`src/rtl/pipe_chain.sv`:
```
// Elastic register chain: per-slot valid/ready with bubble collapse, global stall,
// masked flush and a commit-order tag that travels with each transaction.
module pipe_chain #(
    parameter int DATA_W  = 32,
    parameter int STAGES  = 4,
    parameter int ORDER_W = 64,
    localparam int OCC_W  = $clog2(STAGES + 1)
) (
    input  logic               clk,
    input  logic               rst,
    input  logic               in_valid,
    output logic               in_ready,
    input  logic [DATA_W-1:0]  in_data,
    output logic               out_valid,
    input  logic               out_ready,
    output logic [DATA_W-1:0]  out_data,
    output logic [ORDER_W-1:0] out_order,
    input  logic               stall,
    input  logic               flush,
    input  logic [STAGES-1:0]  flush_mask,
    output logic [OCC_W-1:0]   occupancy,
    output logic [ORDER_W-1:0] next_order
);

    logic [STAGES-1:0]              r_valid;
    logic [STAGES-1:0][DATA_W-1:0]  r_data;
    logic [STAGES-1:0][ORDER_W-1:0] r_tag;
    logic [ORDER_W-1:0]             r_order;
    logic [OCC_W-1:0]               r_occ;

    logic [STAGES-1:0] w_kill;
    logic [STAGES-1:0] w_move;
    logic [STAGES-1:0] w_can;
    logic [STAGES-1:0] w_load;
    logic [STAGES-1:0] w_valid_nxt;
    logic [OCC_W-1:0]  w_occ_nxt;
    logic              w_accept;

    // Ready ripples from the output slot back towards the input slot.
    always_comb begin : ready_chain
        logic w_carry;
        w_kill  = flush ? flush_mask : '0;
        w_move  = '0;
        w_can   = '0;
        w_carry = out_ready;
        for (int i = STAGES - 1; i >= 0; i--) begin
            w_move[i] = r_valid[i] & ~w_kill[i] & w_carry;
            w_can[i]  = ~r_valid[i] | w_kill[i] | w_move[i];
            w_carry   = w_can[i];
        end
    end

    assign in_ready   = ~stall & w_can[0] & ~flush;
    assign out_valid  = ~stall & r_valid[STAGES-1] & ~w_kill[STAGES-1];
    assign out_data   = r_data[STAGES-1];
    assign out_order  = r_tag[STAGES-1];
    assign occupancy  = r_occ;
    assign next_order = r_order;
    assign w_accept   = in_valid & in_ready;

    // A slot is live next cycle if it loads, or it held and was neither killed nor drained.
    always_comb begin
        w_load    = '0;
        w_load[0] = w_accept;
        for (int i = 1; i < STAGES; i++) begin
            w_load[i] = ~stall & w_move[i-1];
        end
        w_valid_nxt = '0;
        w_occ_nxt   = '0;
        for (int i = 0; i < STAGES; i++) begin
            w_valid_nxt[i] = w_load[i] | (r_valid[i] & ~w_kill[i] & ~(~stall & w_move[i]));
            w_occ_nxt      = w_occ_nxt + OCC_W'(w_valid_nxt[i]);
        end
    end

    always_ff @(posedge clk or negedge rst) begin
        if (!rst) begin
            r_valid <= '0;
            r_order <= '0;
            r_occ   <= '0;
        end else begin
            r_valid <= w_valid_nxt;
            r_occ   <= w_occ_nxt;
            if (w_accept) begin
                r_order <= r_order + ORDER_W'(1);
            end
        end
    end

    // Payload and tag need no reset; validity is carried by r_valid alone.
    always_ff @(posedge clk) begin
        if (w_load[0]) begin
            r_data[0] <= in_data;
            r_tag[0]  <= r_order;
        end
        for (int i = 1; i < STAGES; i++) begin
            if (w_load[i]) begin
                r_data[i] <= r_data[i-1];
                r_tag[i]  <= r_tag[i-1];
            end
        end
    end

endmodule

```
`config.mk`:
```
export PLATFORM = sky130hd
export DESIGN_NAME = pipe_chain
export DESIGN_NICKNAME = d
export VERILOG_FILES = /design/src/rtl/pipe_chain.sv
export SDC_FILE = /design/constraint.sdc
export NUM_CORES = 1
export LEC_CHECK = 0
export BUFFER_PORTS_ARGS = -buffer_cell sky130_fd_sc_hd__buf_4
export CAP_MARGIN = 20
export CORE_MARGIN = 2
export CORE_UTILIZATION = 51
export DETAILED_ROUTE_END_ITERATION = 6
export PLACE_DENSITY = 0.75
export SLEW_MARGIN = 5
export SYNTH_ARGS = -nofsm -noshare
export SYNTH_HDL_FRONTEND = slang
export SYNTH_SLANG_ARGS = --single-unit
```
`constraint.sdc`:
```
create_clock -name clk -period 8.3 [get_ports clk]
set_clock_uncertainty 0.05 [all_clocks]
set_input_delay 0.83 -clock clk [delete_from_list [all_inputs] [get_ports clk]]
set_output_delay 0.83 -clock clk [all_outputs]
set_load 0.03 [all_outputs]
```
==> flow_metrics.env, run 1 <==
export IMPL_drive_above_1_share=0.283
export IMPL_syn2layout_area_growth_pct=18.0
export IMPL_viasPerCell=5.10
export IMPL_rows=64
export IMPL_fmax_mhz=330
export IMPL_start_kind="primary input"
export IMPL_cts_buffers_inserted=44
export IMPL_cts_tree="built"
export IMPL_regToRegEndpoint="r_data[54]"
export IMPL_grt_pass1_wl_um=41400
export IMPL_initial_utilization=0.516
export IMPL_min_path_type="reg -> reg"
export IMPL_max_slew_margin=0.326
export IMPL_finalMaxSlewViolations=0
export IMPL_antenna_found_initial=0
export IMPL_io_pins=207
export IMPL_min_to="out_order[51]"
export IMPL_cts_sinks=455
export IMPL_cts_hold_buf=0
export IMPL_vdd_ir_drop_max_mv=0.129
export IMPL_end_kind="register"
export IMPL_yosysWarningCount=0
export IMPL_rsz0062_at_grt="no"
export IMPL_post_cts_repair_setup_buffers=0
export IMPL_die_area_mm2=0.0322
export IMPL_postCtsResizedCells=0
export IMPL_vias=7122
export IMPL_path_delay_family="adder cells"
export IMPL_clk_pin_slew_ns=0.07
export IMPL_grtUsageMet1=0.222
export IMPL_nets=1014
export IMPL_chipHeight_um=179
export IMPL_synth_area_leader_cell="edfxtp_1"
export IMPL_r2r_start="r_valid[2]"
export IMPL_syn_avg_cell_area_um2=19.3
export IMPL_cp_data_arrival_time_ns=3.39
export IMPL_grt_max_degree=78
export IMPL_r2r_cells=5
export IMPL_met3_usage=0.0377
export IMPL_fin_crit_ns=3.03
export IMPL_status="completed"
export IMPL_io_buffers=206
export IMPL_die_w_um=179
export IMPL_finalSetupTns_ns=0
export IMPL_fin_ws_ns=5.27
export IMPL_track_usage=0.165
export IMPL_hp_start="r_tag[179]"
export IMPL_drt_total_wl_um=26600
export IMPL_ys_types=36
export IMPL_crit_required_ns=8.66
export IMPL_clk_latency_ns=0.53
export IMPL_cp_num_buf_inv=1
export IMPL_pre_cts_ws_ns=4.73
export IMPL_whs_ns=0.360
export IMPL_gp_congestion=0.849
export IMPL_cts_htree_levels=2
export IMPL_setup_violations=0
export IMPL_core_area_mm2=0.0304
export IMPL_gr_total_overflow=0
export IMPL_synthTopCellsByArea="edfxtp_1, dfrtp_1, buf_4"
export IMPL_leakagePower_nw=6.96
export IMPL_dp_hpwl_um=16900
export IMPL_power_density_mw_per_mm2=263
export IMPL_cp_common_cell="ha_1"
export IMPL_synth_top_area_share=0.735
export IMPL_grt_pass1_vias=7202
export IMPL_hold_depth=0
export IMPL_syn_inst=812
export IMPL_layout_commonest_cell="edfxtp_1"
export IMPL_fin_crit_sh=0.365
export IMPL_grt_busiest_layer="met2"
export IMPL_cts_root_buffer_cell="clkbuf_16"
export IMPL_drt_iter0_markers=603
export IMPL_drt_pass1_iterations=4
export IMPL_fillCellCount=2186
export IMPL_syn_num_nets=858
export IMPL_cts_max_path_buffers=3
export IMPL_yosysSeqAreaShare=0.848
export IMPL_gr_usage_met2=0.268
export IMPL_num_antenna_cells=0
export IMPL_cp_max_fo=46
export IMPL_hold_viol_final=0
export IMPL_syn_area_mm2=0.0157
export IMPL_worst_pin_slew_ns=1.01
export IMPL_final_cell_mix="edfxtp_1, buf_4, dfrtp_1, clkbuf_16, xor2_1"
export IMPL_critPathKind="in -> reg"
export IMPL_cp_slowest_cell="fa_1"
export IMPL_ant_nets=0
export IMPL_ys_ff_latch=455
export IMPL_cap_violations=0
export IMPL_r2r_setup_slack_ns=5.28
export IMPL_cpPeakStageDelay_ns=0.51
export IMPL_cp_cell_sequence="buf_4, a21boi_0, nand4_1, and2_4, o21bai_1, fa_1, ha_1, ha_1"
export IMPL_wl_per_cell_um=19.0
export IMPL_fin_util=0.609
export IMPL_drc=0
## power by group
part | internal, mW | leakage, nW | switching [mW]
combinational | 0.0808 | 1.70 | 0.175
sequential | 2.58 | 4.55 | 0.0452
clock | 1.20 | 0.705 | 0.789
total | 3.86 | 6.96 | 1.01
## sequential cells by signal (all words and copies together) (netlist names)
register / flops
next_order: 64
out_order: 64
r_tag: 192
occupancy: 3
out_data: 32
r_data: 96
r_valid: 4
## cell type report
cell class                 instances  area, µm²  share of cell area
multi-input combinational        251       1650              0.0889
clock buffer                      58       1190              0.0645
inverter                           4       15.0            0.000811
clock inverter                    21        267              0.0144
tap                              396        495              0.0268
sequential                       455      13300               0.719
timing repair buffer             212       1590              0.0860
## logic make-up after synthesis
| family | after synthesis | synth area share |
|---|---|---|
| XOR/XNOR | 63 | 0.0352 |
| AO/OA/AOI/OAI | 7 | 0.00295 |
| AND/OR/NAND/NOR | 176 | 0.0603 |
| adder cells (fa/ha/maj) | 4 | 0.00367 |
| buffers and inverters | 106 | 0.0492 |
| multiplexers | 1 | 0.000718 |
| flip-flops | 455 | 0.848 |
## cell usage after synthesis
cell type / number
a21boi_0: 1
a21oi_1: 1
and2_1: 5
and3_1: 6
and3b_1: 1
and4_1: 2
and4bb_1: 1
buf_2: 2
buf_4: 97
buf_6: 1
clkbuf_1: 2
dfrtp_1: 71
edfxtp_1: 384
fa_1: 1
ha_1: 3
inv_1: 4
mux2_2: 1
nand2_1: 30
nand3_1: 26
nand3b_1: 1
nand4_1: 33
nand4_2: 2
nor2_1: 23
nor2b_1: 2
nor3_1: 26
nor3b_1: 1
nor4_1: 12
nor4_2: 2
o21ai_0: 1
o21bai_1: 3
o22ai_1: 1
or2_2: 1
or3_1: 1
or4_1: 1
xnor2_1: 26
xor2_1: 37
## routing by layer
metal | vias to the layer above | share of wire
li1 | 3276 | -
met1 | 3516 | 0.42
met2 | 264 | 0.49
met3 | 66 | 0.064
met4 | 0 | 0.032
met5 | - | 0
## worst max-delay path by stage
| stage | cells after the start | to | startpoint |
|---|---|---|---|
| final | 8 | occupancy[1] | flush |
| after global placement | 6 | r_data[53] | out_ready |
| after CTS | 5 | r_data[32] | r_valid[2] |
| after global routing | 5 | r_data[36] | r_valid[2] |
| after floorplan | 8 | occupancy[1] | out_ready |
| after detailed placement | 8 | occupancy[1] | flush |
## stage by stage
step | instance area, µm² | std cells | power [mW]
after floorplan | 15700 | 812 | 2.84
after global placement | 17100 | 1318 | 2.92
after detailed placement | 17100 | 1318 | 2.93
after CTS | 18500 | 1397 | 4.91
after global routing | 18500 | 1397 | 5.03
final | 18500 | 1397 | 4.87
Note: power is estimated with default switching activity, not from simulation.
==> run 2, diff against run 1 <==
- ABC_AREA: unset -> 1
- CORE_UTILIZATION: 51 -> 58
- PLACE_DENSITY: 0.75 -> 0.8
- clock period: 8.3 -> 3 ns (I/O delays scaled with it)
==> run 2 against run 1 <==
Final cell count rose by 26%. Wire length increased by 22%. Combinational power grew to 4.5 times the previous value. Cell area rose by 7.9%. Largest power group unchanged. Global-route usage increased by 5.1 points.
==> flow_metrics.env, run 2 <==
export IMPL_drt_pass1_iterations=5
export IMPL_nets=1387
export IMPL_cts_hold_buf=33
export IMPL_rows=62
export IMPL_min_path_type="in -> reg"
export IMPL_cp_slowest_cell="dfrtp_1"
export IMPL_drt_total_wl_um=32400
export IMPL_drive_above_1_share=0.231
export IMPL_io_buffers=206
export IMPL_io_pins=207
export IMPL_fin_util=0.696
export IMPL_p_comb_frac=0.083
export IMPL_ant_nets=0
export IMPL_synth_edff_count=384
export IMPL_fin_ws_ns=0.458
export IMPL_power_switching_mw=3.18
export IMPL_clk_pin_slew_ns=0.06
export IMPL_top_regs="r_tag: 192 flops, r_data: 96 flops"
export IMPL_vias=9086
export IMPL_synth_top_area_share=0.683
export IMPL_cts_tree="built"
export IMPL_cap_violations=0
export IMPL_grt_busiest_layer="met2"
export IMPL_syn_avg_cell_area_um2=14.6
export IMPL_wl_per_cell_um=18.4
export IMPL_die_w_um=175
export IMPL_syn_inst=1154
export IMPL_gr_usage_met2=0.353
export IMPL_rsz0062_at_grt="no"
export IMPL_hold_viol_final=0
export IMPL_sequentialPowerShare=0.546
export IMPL_p_clk_frac=0.371
export IMPL_cts_root_buffer_cell="clkbuf_16"
export IMPL_yosysWarningCount=0
export IMPL_status="completed"
export IMPL_whs_ns=0.103
export IMPL_postCtsResizedCells=0
export IMPL_syn_num_nets=1200
export IMPL_synth_area_leader_cell="edfxtp_1"
export IMPL_grt_pass1_vias=9076
export IMPL_start_kind="register"
export IMPL_fmax_mhz=393
export IMPL_chipHeight_um=175
export IMPL_cpPeakStageDelay_ns=0.43
export IMPL_die_area_mm2=0.0305
export IMPL_drc=0
export IMPL_layout_commonest_cell="edfxtp_1"
export IMPL_dp_hpwl_um=21200
export IMPL_ys_flop_type="edfxtp_1"
export IMPL_antenna_found_initial=0
export IMPL_worst_pin_slew_ns=0.952
export IMPL_largest_register="r_tag"
export IMPL_cp_max_fo=35
export IMPL_cp_num_buf_inv=2
export IMPL_fin_crit_sh=0.847
export IMPL_initial_utilization=0.588
export IMPL_p_sw_frac=0.231
export IMPL_track_usage=0.216
export IMPL_max_slew_margin=0.365
export IMPL_fin_crit_ns=2.54
export IMPL_syn2layout_area_growth_pct=18.3
export IMPL_grtUsageMet1=0.297
export IMPL_drt_iter0_markers=632
export IMPL_cts_sinks=455
export IMPL_met3_usage=0.0411
export IMPL_final_cell_mix="edfxtp_1, nand2_1, buf_4, nor2_1, dfrtp_1"
export IMPL_clk_latency_ns=0.54
export IMPL_gr_total_overflow=0
export IMPL_ys_types=37
export IMPL_cts_htree_levels=2
export IMPL_synthTopCellsByCount="edfxtp_1, nand2_1, nor2_1, buf_4, dfrtp_1"
export IMPL_yosysSeqAreaShare=0.788
export IMPL_cp_data_arrival_time_ns=2.19
export IMPL_core_area_mm2=0.0287
export IMPL_yosys_cell_count_top_type="edfxtp_1"
export IMPL_finalMaxSlewViolations=0
export IMPL_path_delay_family="simple AND/OR/NAND/NOR gates"
export IMPL_end_kind="primary output"
export IMPL_cp_cell_sequence="nand3_2, nor2_4, nand3_4, nand2_4, inv_4, buf_4"
export IMPL_grt_max_degree=98
export IMPL_p_int_mw=10.6
export IMPL_grt_pass1_wl_um=50300
export IMPL_leakagePower_nw=7.40
export IMPL_synth_async_reset_ratio=0.156
export IMPL_vdd_ir_drop_max_mv=0.434
export IMPL_power_density_mw_per_mm2=689
export IMPL_viasPerCell=5.17
export IMPL_syn_area_mm2=0.0169
export IMPL_ys_ff_latch=455
export IMPL_setup_violations=0
export IMPL_num_antenna_cells=0
export IMPL_post_cts_repair_setup_buffers=0
export IMPL_crit_required_ns=2.65
export IMPL_cts_max_path_buffers=3
export IMPL_critPathKind="reg -> out"
export IMPL_synthTopCellsByArea="edfxtp_1, dfrtp_1, nand2_1"
export IMPL_cts_buffers_inserted=43
export IMPL_largest_register_ffs=192
export IMPL_pre_cts_ws_ns=0.365
export IMPL_gp_congestion=0.907
-- run 2: changes by cell type in the layout (fill, tap and decap cells not counted), moves of 12 or more --
cell,previous run,this run
nor3_1,24,8
nor2_2,0,12
o21ai_0,1,13
xor2_1,37,17
nand3_1,26,43
xnor2_1,26,13
nor4_1,12,0
nand2_1,30,233
nor2_1,23,126
inv_1,4,54
dlygate4sd3_1,0,33
-- run 2: through the flow --
stage	total power [mW]	area, µm²	std cells	TNS (ns)
global route	14.2	20000	1759	0
global placement	8.70	18300	1647	0
floorplan	8.35	16900	1154	-203.54
detailed placement	8.75	18300	1647	0
finish	13.8	20000	1759	0
CTS	13.9	20000	1759	0
-- run 2: metal layers --
| layer | vias to the layer above | wire [µm] |
|---|---|---|
| met2 | 356 | 15500 |
| li1 | 4278 | - |
| met1 | 4374 | 13900 |
| met4 | 0 | 945 |
| met3 | 78 | 2080 |
| met5 | - | 0 |
-- run 2: final timing paths --
kind | start | endpoint | slack, ns | cells after the start
setup / recovery | r_valid[3] | in_ready | 0.46 | 6
hold / removal | in_valid | next_order[37] | 0.10 | 3
setup reg to reg | r_valid[3] | occupancy[1] | 0.49 | 8
hold reg to reg | r_data[50] | r_data[82] | 0.36 | 0
max in group asynchronous | rst | next_order[41] | 1.87 | 2
min in group asynchronous | rst | next_order[61] | 0.40 | 2
-- run 2: power groups by stage --
stage	clock network (mW)	registers [mW]	logic, mW
2_1_floorplan	0	7.71	0.636
3_3_place_gp	0	7.62	1.09
3_5_place_dp	0	7.63	1.11
4_1_cts	5.20	7.50	1.16
5_1_grt	5.46	7.54	1.22
6_report	5.10	7.51	1.14
-- run 2: tightest hold or removal path, stage by stage --
cell and delay (ns):
buf_4 0.18, nand4_1 0.11, nand2_1 0.05
-- run 2: cell type report --
type / instances / area (µm²)
flip-flops and latches: 455 / 13300
fillers: 1946 / 8730
multi-input cells: 534 / 2620
repair buffers: 249 / 2000
clock buffers: 54 / 1150
well taps: 384 / 480
inverters: 58 / 223
clock inverters: 25 / 195
-- run 2: logic make-up after synthesis --
family          synth area share
simple gates               0.123
compound gates           0.00948
xor+xnor                  0.0156
fa+ha+maj                0.00341
flops                      0.788
buf+inv                   0.0608
==> run 3, diff against run 2 <==
- clock period: 3 -> 2.55 ns (I/O delays scaled with it)
==> run 3 against run 2 <==
Combinational power grew 18%. Flip-flop and latch count did not move. Count of clock-buffer cells in the layout rose by 4. Die area stayed put. Global-route usage decreased by 0.13 points. Cell area up 0.47%. Setup slack worse by 0.30 ns. Via count is 0.85% higher. Non-clock buffer count is 1 lower. Critical path type unchanged. Highest routed layer unchanged.
==> flow_metrics.env, run 3 (synthesis gave the netlist of run 2 again) <==
export IMPL_antenna_found_initial=0
export IMPL_worst_pin_slew_ns=0.929
export IMPL_cts_sinks=455
export IMPL_num_antenna_cells=0
export IMPL_status="completed"
export IMPL_largest_register="r_tag"
export IMPL_power_density_mw_per_mm2=823
export IMPL_core_area_mm2=0.0287
export IMPL_finalMaxSlewViolations=0
export IMPL_cts_tree="built"
export IMPL_drt_iter0_markers=778
export IMPL_grt_max_degree=98
export IMPL_io_pins=207
export IMPL_regToRegEndpoint="occupancy[1]"
export IMPL_cts_root_buffer_cell="clkbuf_16"
export IMPL_io_buffers=206
export IMPL_wl_per_cell_um=18.3
export IMPL_start_kind="register"
export IMPL_sequentialPowerShare=0.535
export IMPL_m1WireLength_um=13300
export IMPL_r2r_cells=7
export IMPL_ant_nets=0
export IMPL_critPathKind="reg -> out"
export IMPL_cts_max_path_buffers=3
export IMPL_chipHeight_um=175
export IMPL_cp_data_arrival_time_ns=2.09
export IMPL_p_comb_frac=0.081
export IMPL_power_switching_mw=3.73
export IMPL_min_to="next_order[37]"
export IMPL_setup_violations=0
export IMPL_p_clk_frac=0.384
export IMPL_fillCellCount=1918
export IMPL_largest_register_ffs=192
export IMPL_fin_crit_ns=2.39
export IMPL_drt_pass1_iterations=5
export IMPL_p_int_mw=12.8
export IMPL_hold_viol_final=0
export IMPL_clk_pin_slew_ns=0.06
export IMPL_layout_commonest_cell="edfxtp_1"
export IMPL_r2r_setup_slack_ns=0.25
export IMPL_drc=0
export IMPL_hp_start="in_valid"
export IMPL_rows=62
export IMPL_wl_met3_um=2310
export IMPL_dpl_cell_area_mm2=0.0183
export IMPL_grt_pass1_wl_um=50000
export IMPL_drt_total_wl_um=32300
export IMPL_dp_hpwl_um=20800
export IMPL_final_area_mm2=0.0201
export IMPL_vias=9163
export IMPL_gr_total_overflow=0
export IMPL_clk_latency_ns=0.54
export IMPL_syn2layout_area_growth_pct=18.8
export IMPL_nets=1386
export IMPL_fin_util=0.699
export IMPL_wl_met2_um=15800
export IMPL_finalNonFillerCells=1759
export IMPL_fin_crit_sh=0.938
export IMPL_drive_above_1_share=0.230
export IMPL_final_cell_mix="edfxtp_1, nand2_1, buf_4, nor2_1, dfrtp_1"
export IMPL_fmax_mhz=418
export IMPL_hold_depth=3
export IMPL_gp_congestion=0.923
export IMPL_vdd_ir_drop_max_mv=0.556
export IMPL_finalSetupTns_ns=0
export IMPL_cts_htree_levels=2
export IMPL_r2r_start="r_valid[0]"
export IMPL_cts_buffers_inserted=43
export IMPL_top_regs="r_tag: 192 flops, r_data: 96 flops"
export IMPL_placed_cells=1646
export IMPL_total_power_mw=16.5
export IMPL_cap_violations=0
export IMPL_die_w_um=175
export IMPL_p_sw_frac=0.226
export IMPL_grt_pass1_vias=9007
export IMPL_die_area_mm2=0.0305
export IMPL_rsz0062_at_grt="no"
export IMPL_highest_layer="met4"
export IMPL_track_usage=0.215
export IMPL_cp_max_fo=35
export IMPL_end_kind="primary output"
export IMPL_initial_utilization=0.588
export IMPL_min_path_type="in -> reg"
export IMPL_max_slew_margin=0.380
export IMPL_viasPerCell=5.21
export IMPL_leakagePower_nw=7.43
export IMPL_crit_required_ns=2.25
==> run 3: cell count changes in the layout (fill, tap and decap cells not counted), moves of 2 or more <==
cell	change
buf_4	-2
inv_6	-2
clkinv_1	-3
clkinv_2	-2
clkinvlp_4	+2
clkbuf_1	+3
bufinv_16	+3
==> run 3: area by class of cell <==
class / count / area, µm² / share of cell area
Clock buffer: 58 / 1170 / 0.0585
Inverter: 58 / 223 / 0.0111
Timing Repair Buffer: 248 / 2010 / 0.100
Multi-Input combinational cell: 534 / 2620 / 0.131
Sequential cell: 455 / 13300 / 0.663
Tap cell: 384 / 480 / 0.0239
Clock inverter: 22 / 253 / 0.0126
==> run 3: worst max-delay path by stage <==
stage | start | to | depth (start not counted)
after global routing | r_valid[3] | in_ready | 6
after detailed placement | flush | occupancy[1] | 9
final | r_valid[3] | in_ready | 6
after global placement | flush | occupancy[1] | 9
after CTS | r_valid[3] | in_ready | 6
after floorplan | r_valid[3] | occupancy[1] | 7
==> run 3: timing repair <==
item	CTS	global route
endpoints found under the setup margin	0	1
buffers inserted	0	0
endpoints found under the hold margin	103	0
hold buffers	33	0
gates resized for setup	0	1
==> run 3: per-stage QoR <==
step                worst slack, ns  hold slack, ns
floorplan                     -2.26         -0.0906
global placement              0.220           0.351
detailed placement            0.141           0.355
CTS                          0.0928          0.0341
global route                 0.0750          0.0555
finish                        0.158          0.0507
==> run 3: power groups by stage <==
stage | combinational (mW) | clock [mW] | sequential (mW)
6_report | 1.34 | 6.33 | 8.83
5_1_grt | 1.44 | 6.74 | 8.87
4_1_cts | 1.36 | 6.46 | 8.83
3_5_place_dp | 1.32 | 0 | 8.98
3_3_place_gp | 1.27 | 0 | 8.96
2_1_floorplan | 0.748 | 0 | 9.07
==> run 3: routing by layer <==
layer / vias up / GRT usage
li1: 4278 / -
met1: 4444 / 0.293
met2: 386 / 0.355
met3: 55 / 0.0409
met4: 0 / 0.0681
met5: - / 0
==> run 3: critical path: stages (launching register included) <==
cell	delay, ns
dfrtp_1	0.42
nand3_2	0.12
nor2_4	0.21
nand3_4	0.18
nand2_8	0.18
inv_4	0.17
buf_4	0.23
